<file path="src/rtl/bus_wait_responder.sv">
// bus_wait_responder: wait-state slave that completes controller Read/Write transfers and raises ok
module bus_wait_responder #(
    parameter int ADDR_W = 4,
    parameter int DATA_W = 8,
    parameter int WAIT_W = 3
) (
    input  logic              i_clk,
    input  logic              i_rst_n,
    input  logic [2:0]        i_stat,
    input  logic [ADDR_W-1:0] i_addr,
    input  logic [DATA_W-1:0] i_wdata,
    input  logic [WAIT_W-1:0] i_wait_cfg,
    output logic              o_ok,
    output logic [DATA_W-1:0] o_rdata,
    output logic              o_rvalid,
    output logic              o_busy,
    output logic              o_err,
    output logic [7:0]        o_xfer_cnt
);
    typedef enum logic {S_IDLE, S_WAIT} state_t;
    localparam int DEPTH = 1 << ADDR_W;
    state_t              state_q, state_d;
    logic [WAIT_W-1:0]   cnt_q, cnt_d;
    logic                wr_q, wr_d;
    logic [ADDR_W-1:0]   addr_q, addr_d;
    logic [DATA_W-1:0]   wdata_q, wdata_d;
    logic [DATA_W-1:0]   rdata_q, rdata_d;
    logic                rvalid_q, rvalid_d;
    logic                err_q, err_d;
    logic [7:0]          xfer_q, xfer_d;
    logic [DATA_W-1:0]   mem_q [DEPTH];
    logic [DATA_W-1:0]   mem_d [DEPTH];
    logic                st_rst, st_rd, st_wr, st_dly, st_idle;
    assign st_rst  = i_stat == 3'b000;
    assign st_rd   = i_stat == 3'b010;
    assign st_wr   = i_stat == 3'b011;
    assign st_dly  = i_stat == 3'b100;
    assign st_idle = !(st_rst || st_rd || st_wr || st_dly);
    // ok in Idle with Delay keeps an orphaned controller from deadlocking
    assign o_ok       = (state_q == S_WAIT) ? (cnt_q == '0) : st_dly;
    assign o_busy     = state_q == S_WAIT;
    assign o_rdata    = rdata_q;
    assign o_rvalid   = rvalid_q;
    assign o_err      = err_q;
    assign o_xfer_cnt = xfer_q;
    // next-state: request capture, wait countdown, completion, abort and error tracking
    always_comb begin
        state_d  = state_q;
        cnt_d    = cnt_q;
        wr_d     = wr_q;
        addr_d   = addr_q;
        wdata_d  = wdata_q;
        rdata_d  = rdata_q;
        rvalid_d = 1'b0;
        err_d    = err_q;
        xfer_d   = xfer_q;
        mem_d    = mem_q;
        if (state_q == S_IDLE) begin
            if (st_rd || st_wr) begin
                state_d = S_WAIT;
                wr_d    = st_wr;
                addr_d  = i_addr;
                wdata_d = i_wdata;
                cnt_d   = i_wait_cfg;
            end else if (st_dly) begin
                err_d = 1'b1;
            end
        end else if (st_dly) begin
            if (cnt_q != '0) begin
                cnt_d = cnt_q - 1'b1;
            end else begin
                state_d = S_IDLE;
                xfer_d  = xfer_q + 8'd1;
                if (wr_q) begin
                    mem_d[addr_q] = wdata_q;
                end else begin
                    rdata_d  = mem_q[addr_q];
                    rvalid_d = 1'b1;
                end
            end
        end else if (st_rd || st_wr) begin
            err_d = 1'b1;
        end else begin
            state_d = S_IDLE;
            err_d   = err_q | st_idle;
        end
    end
    // state and register-file flops; async reset discards any pending transfer
    always_ff @(posedge i_clk or negedge i_rst_n) begin
        if (!i_rst_n) begin
            state_q  <= S_IDLE;
            cnt_q    <= '0;
            wr_q     <= 1'b0;
            addr_q   <= '0;
            wdata_q  <= '0;
            rdata_q  <= '0;
            rvalid_q <= 1'b0;
            err_q    <= 1'b0;
            xfer_q   <= '0;
            for (int i = 0; i < DEPTH; i++) mem_q[i] <= '0;
        end else begin
            state_q  <= state_d;
            cnt_q    <= cnt_d;
            wr_q     <= wr_d;
            addr_q   <= addr_d;
            wdata_q  <= wdata_d;
            rdata_q  <= rdata_d;
            rvalid_q <= rvalid_d;
            err_q    <= err_d;
            xfer_q   <= xfer_d;
            mem_q    <= mem_d;
        end
    end
endmodule

</file>
<file path="config.mk">
export PLATFORM = sky130hd
export DESIGN_NAME = bus_wait_responder
export DESIGN_NICKNAME = d
export VERILOG_FILES = /design/src/rtl/bus_wait_responder.sv
export SDC_FILE = /design/constraint.sdc
export NUM_CORES = 1
export LEC_CHECK = 0
export ABC_AREA = 1
export CAP_MARGIN = 5
export CORE_ASPECT_RATIO = 1.4
export CORE_MARGIN = 2
export CORE_UTILIZATION = 30
export DETAILED_ROUTE_END_ITERATION = 10
export GPL_TIMING_DRIVEN = 0
export HOLD_SLACK_MARGIN = 0.1
export PLACE_DENSITY = 0.47
export SYNTH_ARGS = -nofsm -noshare
export SYNTH_HDL_FRONTEND = slang
export SYNTH_SLANG_ARGS = --single-unit
export TNS_END_PERCENT = 20
</file>
<file path="constraint.sdc">
create_clock -name i_clk -period 2.2 [get_ports i_clk]
set_input_delay 0.44 -clock i_clk [delete_from_list [all_inputs] [get_ports i_clk]]
set_output_delay 0.44 -clock i_clk [all_outputs]
set_load 0.005 [all_outputs]
</file>
Yosys cells after proc, flatten, opt, wreduce, memory -nomap -nowiden
Index checks and enable logic that the tools add are counted.
- register bits: 163
- latch bits: 0
- bits in writable memories: 0
- memory bits (read-only): 0
- input bits: 20
- output and inout bits: 20
- logic and storage cells: 82
- memories kept: 0
- $add $sub $neg: 2
- multiply operators: 0
- divide/modulo/power cells: 0
- magnitude comparators: 2
- equal/unequal tests: 7
- shift operators: 0
- muxes and demuxes: 24
- bitwise logic cells: 5
- reduce and logical (&&, ||, !) cells: 17
- operator list (operator ; number):
    bitwise mux 128 bit ; 1
    binary-select mux 8 bit (select 4 bit) ; 1
    demux 8 bit (select 4 bit) ; 1
    2-to-1 mux 8 bit ; 3
    2-to-1 mux 1 bit ; 14
    2-to-1 mux 3 bit ; 4
    AND reduction 3 bit ; 3
    adder 8 x 1 -> 8 bit (second input constant) ; 1
    AND reduction 4 bit ; 2
    == test 3 x 2 -> 1 bit (second input constant) ; 2
    logical NOT 3 bit ; 2
    >= comparator 5 bit (second input constant) ; 1
    < comparator 5 x 1 -> 1 bit (second input constant) ; 1
    inverter 4 -> 5 bit ; 1
    logical OR 1 bit ; 4
    != test 2 x 1 -> 1 bit (second input constant) ; 2
    != test 2 bit (second input constant) ; 2
    nonzero test 2 bit ; 2
    == test 3 bit (second input constant) ; 1
    inverter 1 bit ; 3
    nonzero test 3 bit ; 1
    subtractor 3 x 1 -> 3 bit (second input constant) ; 1
    AND reduction 2 bit ; 1
    logical AND 1 bit ; 1
    2 further kinds ; 2

Longest topological paths before layout
Gate-level depths: netlist of run 1.
- depth in word-level cells: 9
- mapped depth: 11
- depth with buffers taken out: 9

Least setup slack after synthesis of run 1
Ideal clock, no wire load.
- path kind: register to register
- start: register cnt_q[0]
- end: register mem_q[61] in the netlist's numbering
- setup time: 0.131 ns
- arrival: 1.558 ns
- setup slack: 0.511 ns
- cell stages (with the launch flop): 11
- path through: dfrtp_1 -> inv_1 -> ha_1 -> nand3_4 -> nor2_8 -> nand2_8 -> nor2_8 -> nand2_4 -> buf_6 -> nand2_1 -> o21ai_2
- cells in the longest elaborated chain, start to end: 3
- RTL lines (element ; RTL line ; source):
    start: declaration ; 23 ; logic [WAIT_W-1:0] cnt_q, cnt_d;
    start signal: assignment ; 103 ; cnt_q <= cnt_d;
    nonzero test 3 bit ; 69 ; if (cnt_q != '0) begin
    inverter 1 bit (no line) ; -- ;
    AND reduction 4 bit (no line) ; -- ;
    end signal: assignment ; 111 ; mem_q <= mem_d;
    end: declaration ; 31 ; logic [DATA_W-1:0] mem_q [DEPTH];
No other way between the ends.
A chain may end at the register's enable or synchronous reset.

Worst setup path after layout of run 1
- start: register addr_q[0]
- end: register rdata_q[2], in the netlist o_rdata[2]
- cells in the longest elaborated chain, start to end: 4
- RTL lines (element ; RTL line ; source):
    start: declaration ; 25 ; logic [ADDR_W-1:0] addr_q, addr_d;
    start signal: assignment ; 105 ; addr_q <= addr_d;
    inverter 4 -> 5 bit (not written as such) ; 77 ; rdata_d = mem_q[addr_q];
    binary-select mux 8 bit (select 4 bit) ; 77 ;
    2-to-1 mux 8 bit (not written as such) (2 in a row) ; 77 ;
    end signal: assignment ; 107 ; rdata_q <= rdata_d;
    end: declaration ; 27 ; logic [DATA_W-1:0] rdata_q, rdata_d;
No other way between the ends. The select of a mux whose other input is x is not followed.

==> flow_metrics.py, run 1 <==
metrics = {
    "setup_path": {
        "worstSetupStartpointType": "register",
        "cp_slowest_cell": "dfrtp_1",
        "cp_cell_sequence": "inv_1, buf_2, buf_2, nand2_1, nand2_1, nand2_1, nand2_1, nand2_1, nand3_1, nor2_1, nor2_1",
        "crit_path_end_kind": "register",
        "path_class": "register to register",
        "cp.required_ns": 2.58,
        "worst-path-buf-inv": 3,
        "critPathMaxStageDelay_ns": 0.44,
        "crit_family": "buffers and inverters",
        "cp_data_arrival_time_ns": 2.51,
        "cpMostUsedCell": "nand2_1",
        "cp-startpoint": "addr_q[0]$_DFFE_PN0P_",
        "rr_startpoint": "addr_q[0]$_DFFE_PN0P_",
        "worstPathMaxFanout": 10,
    },
    "clock_tree": {
        "numCtsBuffers": 17,
        "clk_pin_slew_ns": 0.08,
        "clockBufferDepth": 2,
        "root_buffer": "clkbuf_16",
        "cts_tree": "built",
        "clk_latency_ns": 0.45,
        "numClockSinks": 163,
        "htreeDepth": 4,
    },
    "grt": {
        "grt_overflow": 0,
        "grt_max_degree": 94,
        "grt_first_pass_wirelength_um": 37540,
        "first_global_vias": 6253,
        "gr-usage-all-layers": 0.1834,
        "antenna_found_initial": 0,
    },
    "timing": {
        "finClkSkew_ns": 0.01627,
        "hold_viol": 0,
        "period_minus_slack_ns": 2.126,
        "rsz0062_at_grt": "no",
        "min_period_over_period": 0.9665,
        "worst_slack_ns": 0.07363,
        "max_freq_mhz": 470.3,
        "finalSetupViolCount": 0,
        "slew_violations": 0,
        "finalSetupTns_ns": 0,
        "worst_pin_slew_ns": 0.8299,
        "max_slew_margin": 0.4467,
    },
    "drt": {
        "dr.pass1.iters": 5,
        "vias_per_cell": 4.658,
        "initialDrtViolationCount": 412,
        "wl_per_cell_um": 17.76,
        "num_vias": 6270,
        "routed_wl_um": 23900,
        "ant_nets": 0,
        "post-route-drc-count": 0,
    },
    "logic_synthesis": {
        "synth_warnings": 0,
        "synth_top_area_frac": 0.5260,
        "synthArstFlopShare": 1.000,
        "synthCells": 954,
        "synth_area_leaders": "dfrtp_1 (53%), nand2_1 (22%), o21ai_1 (7.4%)",
        "avgSynthCellArea_um2": 8.129,
        "synth_common_cells": "nand2_1 (461), dfrtp_1 (163), o21ai_1 (115)",
        "yosysTopAreaCell": "dfrtp_1",
        "synth_flop_cell": "dfrtp_1",
        "synth.distinct_cells": 29,
        "synth_edf_count": 0,
        "yosysMostFrequentCell": "nand2_1",
        "synth_nets": 977,
        "syn-cell-area_um2": 7755,
        "ys_seq_area_frac": 0.5260,
        "yosys_register_bits": 163,
    },
    "die": {
        "die_h_um": 194.2,
        "core-area_um2": 25380,
        "io_pins": 40,
        "dieArea_um2": 27170,
        "rows": 69,
        "fp.dieW_um": 139.9,
        "start_util": 0.3055,
    },
    "min_path": {
        "hold_path_class": "register to register",
        "hp-start": "o_err$_DFFE_PN0P_",
    },
    "pwr": {
        "p_leak_nw": 4.727,
        "power_density_nw_per_um2": 815.5,
        "vdd_drop_max_uv": 578.5,
    },
    "run_status": {
        "status": "finished clean",
    },
    "finish": {
        "syn2layout_area_growth_pct": 18.43,
        "diodes": 0,
        "fillers": 2771,
        "layout-drive-gt1-share": 0.1110,
        "final_nets": 1037,
        "stdcell_area_um2": 9184,
    },
    "placed_design": {
        "dp_hpwl_um": 16730,
        "pre_cts_slack_ns": -0.1241,
        "io_buffers": 39,
        "place_area_um2": 8577,
        "gp_congestion": 0.8993,
    },
    "run": {
        "cap_violations": 0,
    },
}
## cell type report
type,instances,area (µm²),share of cell area
Inverter,33,123.9,0.01349
Clock inverter,14,131.4,0.01431
Buffer,47,315.3,0.03433
Sequential cell,163,4079,0.4441
Tap cell,319,399.1,0.04346
Timing Repair Buffer,41,430.4,0.04687
Clock buffer,18,439.2,0.04782
Multi-Input combinational cell,711,3266,0.3556
## worst min-delay path, delay by kind of cell (launching register included)
kind | cells | cell delay (ns)
and+or+nand+nor | 1 | 0.05
AOI/OAI and AO/OA | 1 | 0.04
DFF | 1 | 0.36
## logic make-up after synthesis
family | share of synthesized area
adders and majority gates | 0.004841
DFF | 0.5260
xor gates and xnor gates | 0.005648
buffers and inverters | 0.05615
and+or+nand+nor | 0.3040
AOI/OAI and AO/OA | 0.1034
## path summary, 6_finish.rpt
check                      cells after the start                     end  slack [ns]
setup reg to reg                              11  o_rdata[2]$_DFFE_PN0P_        0.07
hold reg to reg                                2       o_err$_DFFE_PN0P_        0.47
setup / recovery                              11  o_rdata[2]$_DFFE_PN0P_        0.07
max in group asynchronous                      3   mem_q[46]$_DFFE_PN0P_        0.76
min in group asynchronous                      2   mem_q[18]$_DFFE_PN0P_        0.56
hold / removal                                 2       o_err$_DFFE_PN0P_        0.47
## layer usage
| metal | wire, µm | vias to the layer above | track usage |
|---|---|---|---|
| met5 | 0 | - | 0 |
| met1 | 10570 | 2972 | 0.2321 |
| li1 | - | 3133 | - |
| met4 | 740 | 0 | 0.07296 |
| met2 | 11830 | 127 | 0.3124 |
| met3 | 759 | 38 | 0.02914 |
## metrics by stage
stage / hold slack (ns) / utilization / total power, mW / std cells
floorplan: 0.1444 / - / 3.942 / 954
CTS: 0.4784 / 0.3617 / 7.561 / 1346
finish: 0.4735 / 0.3618 / 7.490 / 1346
global route: 0.5021 / 0.3618 / 7.837 / 1346
global placement: 0.4588 / 0.3366 / 4.579 / 1312
detailed placement: 0.4556 / 0.3379 / 4.588 / 1313
## sequential cells by signal, summed over array words and instances, names as in the netlist
signal,cells
addr_q,4
o_err,1
o_busy,1
o_rvalid,1
wr_q,1
o_xfer_cnt,8
wdata_q,8
mem_q,128
cnt_q,3
o_rdata,8
## where the power goes
part           total [mW]  leakage (nW)  switching [mW]  internal (mW)
logic                1.24          2.23           0.855          0.385
clock network        2.96         0.281            1.42           1.53
registers            3.29          2.21           0.113           3.18
total                7.49          4.73            2.39           5.10
## what timing repair did
item,in CTS,in global routing
endpoints found under the setup margin,3,5
hold buffers,1,0
endpoints found under the hold margin,70,0
buffers inserted,0,0
pin swaps,2,0
resized for setup,12,3
## cell usage in the layout, fill, tap and decap left out, types with 2 or more instances in the layout
| cell | instances |
|---|---|
| dlygate4sd2_1 | 2 |
| a21oi_1 | 14 |
| ha_1 | 2 |
| nand2_4 | 16 |
| dfrtp_1 | 163 |
| clkbuf_16 | 17 |
| clkbuf_1 | 17 |
| clkbuf_2 | 3 |
| nand2_2 | 2 |
| nand2_1 | 461 |
| nor2_1 | 41 |
| o21ai_0 | 7 |
| clkinv_4 | 2 |
| nor2_2 | 3 |
| xnor2_1 | 2 |
| inv_2 | 6 |
| buf_6 | 16 |
| clkdlybuf4s50_1 | 36 |
| inv_1 | 26 |
| o21ai_2 | 13 |
| inv_8 | 4 |
| xor2_1 | 3 |
| o21ai_1 | 115 |
| inv_6 | 7 |
| buf_2 | 9 |
| nor2_8 | 5 |
| nand3_1 | 19 |
| nand3_4 | 2 |
Power figures use the tool's default switching activity.
==> run 2: changes to the inputs <==
--- a/config.mk
+++ b/config.mk
@@ -14,6 +14,7 @@
 export GPL_TIMING_DRIVEN = 0
 export HOLD_SLACK_MARGIN = 0.1
 export PLACE_DENSITY = 0.47
+export RECOVER_POWER = 50
 export SYNTH_ARGS = -nofsm -noshare
 export SYNTH_HDL_FRONTEND = slang
 export SYNTH_SLANG_ARGS = --single-unit
==> run 2 against run 1 <==
  * Clock skew barely moved
  * Die area did not move
  * Clock-buffer cell count did not move
  * Flip-flop and latch count did not move
  * Clock power barely moved
  * Total power fell by 0.35%
  * Maximum frequency barely moved
  * Non-clock buffer count did not move
  * Wire length fell by 0.47%
  * Utilization fell by 0.079 points
  * Critical path type unchanged
  * Largest power group unchanged
==> flow_metrics.py, run 2 (synthesis results as in run 1) <==
metrics = {
    "drt": {
        "post-route-drc-count": 0,
        "ant_nets": 0,
        "routed_wl_um": 23790,
        "wl_per_cell_um": 17.67,
        "dr.pass1.iters": 5,
        "initialDrtViolationCount": 425,
        "vias_per_cell": 4.628,
        "num_vias": 6229,
    },
    "die": {
        "core-area_um2": 25380,
        "die_h_um": 194.2,
        "start_util": 0.3055,
        "fp.dieW_um": 139.9,
        "io_pins": 40,
        "rows": 69,
        "dieArea_um2": 27170,
    },
    "placed_design": {
        "pre_cts_slack_ns": -0.1241,
        "gp_congestion": 0.8993,
        "place_area_um2": 8577,
        "io_buffers": 39,
        "dp_hpwl_um": 16730,
    },
    "timing": {
        "finClkSkew_ns": 0.01625,
        "max_freq_mhz": 470.6,
        "max_slew_margin": 0.3012,
        "finalSetupTns_ns": 0,
        "rsz0062_at_grt": "no",
        "worst_pin_slew_ns": 1.048,
        "min_period_over_period": 0.9658,
        "period_minus_slack_ns": 2.125,
        "finalSetupViolCount": 0,
        "worst_slack_ns": 0.07523,
        "slew_violations": 0,
        "hold_viol": 0,
    },
    "clock_tree": {
        "cts_setup_buffers": 0,
        "numCtsBuffers": 17,
        "clk_pin_slew_ns": 0.08,
        "clockBufferDepth": 2,
        "cts_tree": "built",
        "clk_latency_ns": 0.45,
        "numClockSinks": 163,
        "htreeDepth": 4,
        "root_buffer": "clkbuf_16",
    },
    "finish": {
        "diodes": 0,
        "fillers": 2771,
        "syn2layout_area_growth_pct": 18.17,
        "layout-drive-gt1-share": 0.1091,
        "seqCellArea_um2": 4079,
        "multi_input_area_um2": 3253,
        "final_common_cell": "nand2_1",
        "layout_common_cells": "nand2_1 (461), dfrtp_1 (163), o21ai_1 (115)",
        "largest_register_ffs": 128,
        "top_register": "mem_q",
        "stdcell_area_um2": 9164,
        "final_nets": 1037,
    },
    "min_path": {
        "hp-start": "o_err$_DFFE_PN0P_",
        "whs_path_depth": 2,
        "hold_end": "o_err$_DFFE_PN0P_",
        "hold_path_class": "register to register",
    },
    "setup_path": {
        "crit_path_end_kind": "register",
        "path_class": "register to register",
        "worstPathMaxFanout": 10,
        "cpMostUsedCell": "nand2_1",
        "cp_data_arrival_time_ns": 2.51,
        "cp-startpoint": "addr_q[0]$_DFFE_PN0P_",
        "r2r_cells": 11,
        "r2r_end": "o_rdata[2]$_DFFE_PN0P_",
        "critPathMaxStageDelay_ns": 0.44,
        "worstSetupStartpointType": "register",
        "rr_startpoint": "addr_q[0]$_DFFE_PN0P_",
        "r2r_slack_ns": 0.08,
        "cp_slowest_cell": "dfrtp_1",
        "cp_cell_sequence": "inv_1, buf_2, buf_2, nand2_1, nand2_1, nand2_1, nand2_1, nand2_1, nand3_1, nor2_1, nor2_1",
        "cp.required_ns": 2.58,
    },
    "pwr": {
        "p_leak_nw": 4.724,
        "vdd_drop_max_uv": 580.3,
        "power_density_nw_per_um2": 814.5,
    },
    "grt": {
        "grt_max_degree": 94,
        "antenna_found_initial": 0,
        "first_global_vias": 6253,
        "gr-usage-all-layers": 0.1834,
        "grt_overflow": 0,
        "grt_first_pass_wirelength_um": 37540,
    },
    "run": {
        "cap_violations": 0,
    },
    "run_status": {
        "status": "finished clean",
    },
}
[run 2: changes by cell type in the layout (fill, tap and decap cells not counted)]
| cell | delta |
|---|---|
| inv_2 | -1 |
| ha_4 | -1 |
| clkbuf_4 | +1 |
| inv_1 | +1 |
| ha_1 | +1 |
| buf_8 | -1 |
[run 2: where the power goes]
group | switching [mW] | total, mW | internal [mW]
clock network | 1.42 | 2.95 | 1.53
registers | 0.113 | 3.29 | 3.18
logic | 0.847 | 1.22 | 0.375
total | 2.38 | 7.46 | 5.09
[run 2: worst max-delay path: cells and delay by family, from the launching register on]
family / cells / cell delay (ns)
simple gates: 8 / 0.79
flops: 1 / 0.44
buf+inv: 3 / 0.81
[run 2: layout make-up]
cell class	instances	share of cell area
Inverter	33	0.01352
Buffer	47	0.03441
Timing Repair Buffer	41	0.04615
Multi-Input combinational cell	711	0.3550
Tap cell	319	0.04356
Clock buffer	18	0.04792
Sequential cell	163	0.4451
Clock inverter	14	0.01434
[run 2: through the flow]
stage,cells,hold WS [ns],power (mW),util
floorplan,954,0.1444,3.942,-
CTS,1346,0.4784,7.561,0.3617
finish,1346,0.4736,7.464,0.3610
detailed placement,1313,0.4556,4.588,0.3379
global route,1346,0.5021,7.819,0.3610
global placement,1312,0.4588,4.579,0.3366
[run 2: how the worst max path moves through the flow]
stage          slack, ns                endpoint
6_report            0.08  o_rdata[2]$_DFFE_PN0P_
2_1_floorplan       0.51   mem_q[61]$_DFFE_PN0P_
5_1_grt             0.01  o_rdata[0]$_DFFE_PN0P_
4_1_cts            0.002  o_rdata[2]$_DFFE_PN0P_
3_3_place_gp       -6.51  o_rdata[6]$_DFFE_PN0P_
3_5_place_dp       -0.12  o_rdata[6]$_DFFE_PN0P_
[run 2: metal layers]
| layer | vias to the layer above | share of wire | routed length, µm | track usage |
|---|---|---|---|---|
| met1 | 2941 | 0.44 | 10520 | 0.2321 |
| met4 | 0 | 0.032 | 767 | 0.07296 |
| met2 | 114 | 0.50 | 11780 | 0.3124 |
| met5 | - | 0 | 0 | 0 |
| met3 | 41 | 0.030 | 720 | 0.02914 |
| li1 | 3133 | - | - | - |
[run 2: timing repair]
action / in CTS / in global routing
pin swaps: 2 / 0
gates cloned: 0 / 0
resized for setup: 12 / 3
hold buffers: 1 / 0
endpoints found under the setup margin: 3 / 5
endpoints found under the hold margin: 70 / 0
==> run 3: changes to the inputs <==
--- a/config.mk
+++ b/config.mk
@@ -10,6 +10,7 @@
 export CORE_ASPECT_RATIO = 1.4
 export CORE_MARGIN = 2
 export CORE_UTILIZATION = 30
+export CTS_CLUSTER_DIAMETER = 40
 export DETAILED_ROUTE_END_ITERATION = 10
 export GPL_TIMING_DRIVEN = 0
 export HOLD_SLACK_MARGIN = 0.1
==> results of run 3 <==
No change in the layout: final DEF, timing and power equal those of run 2.
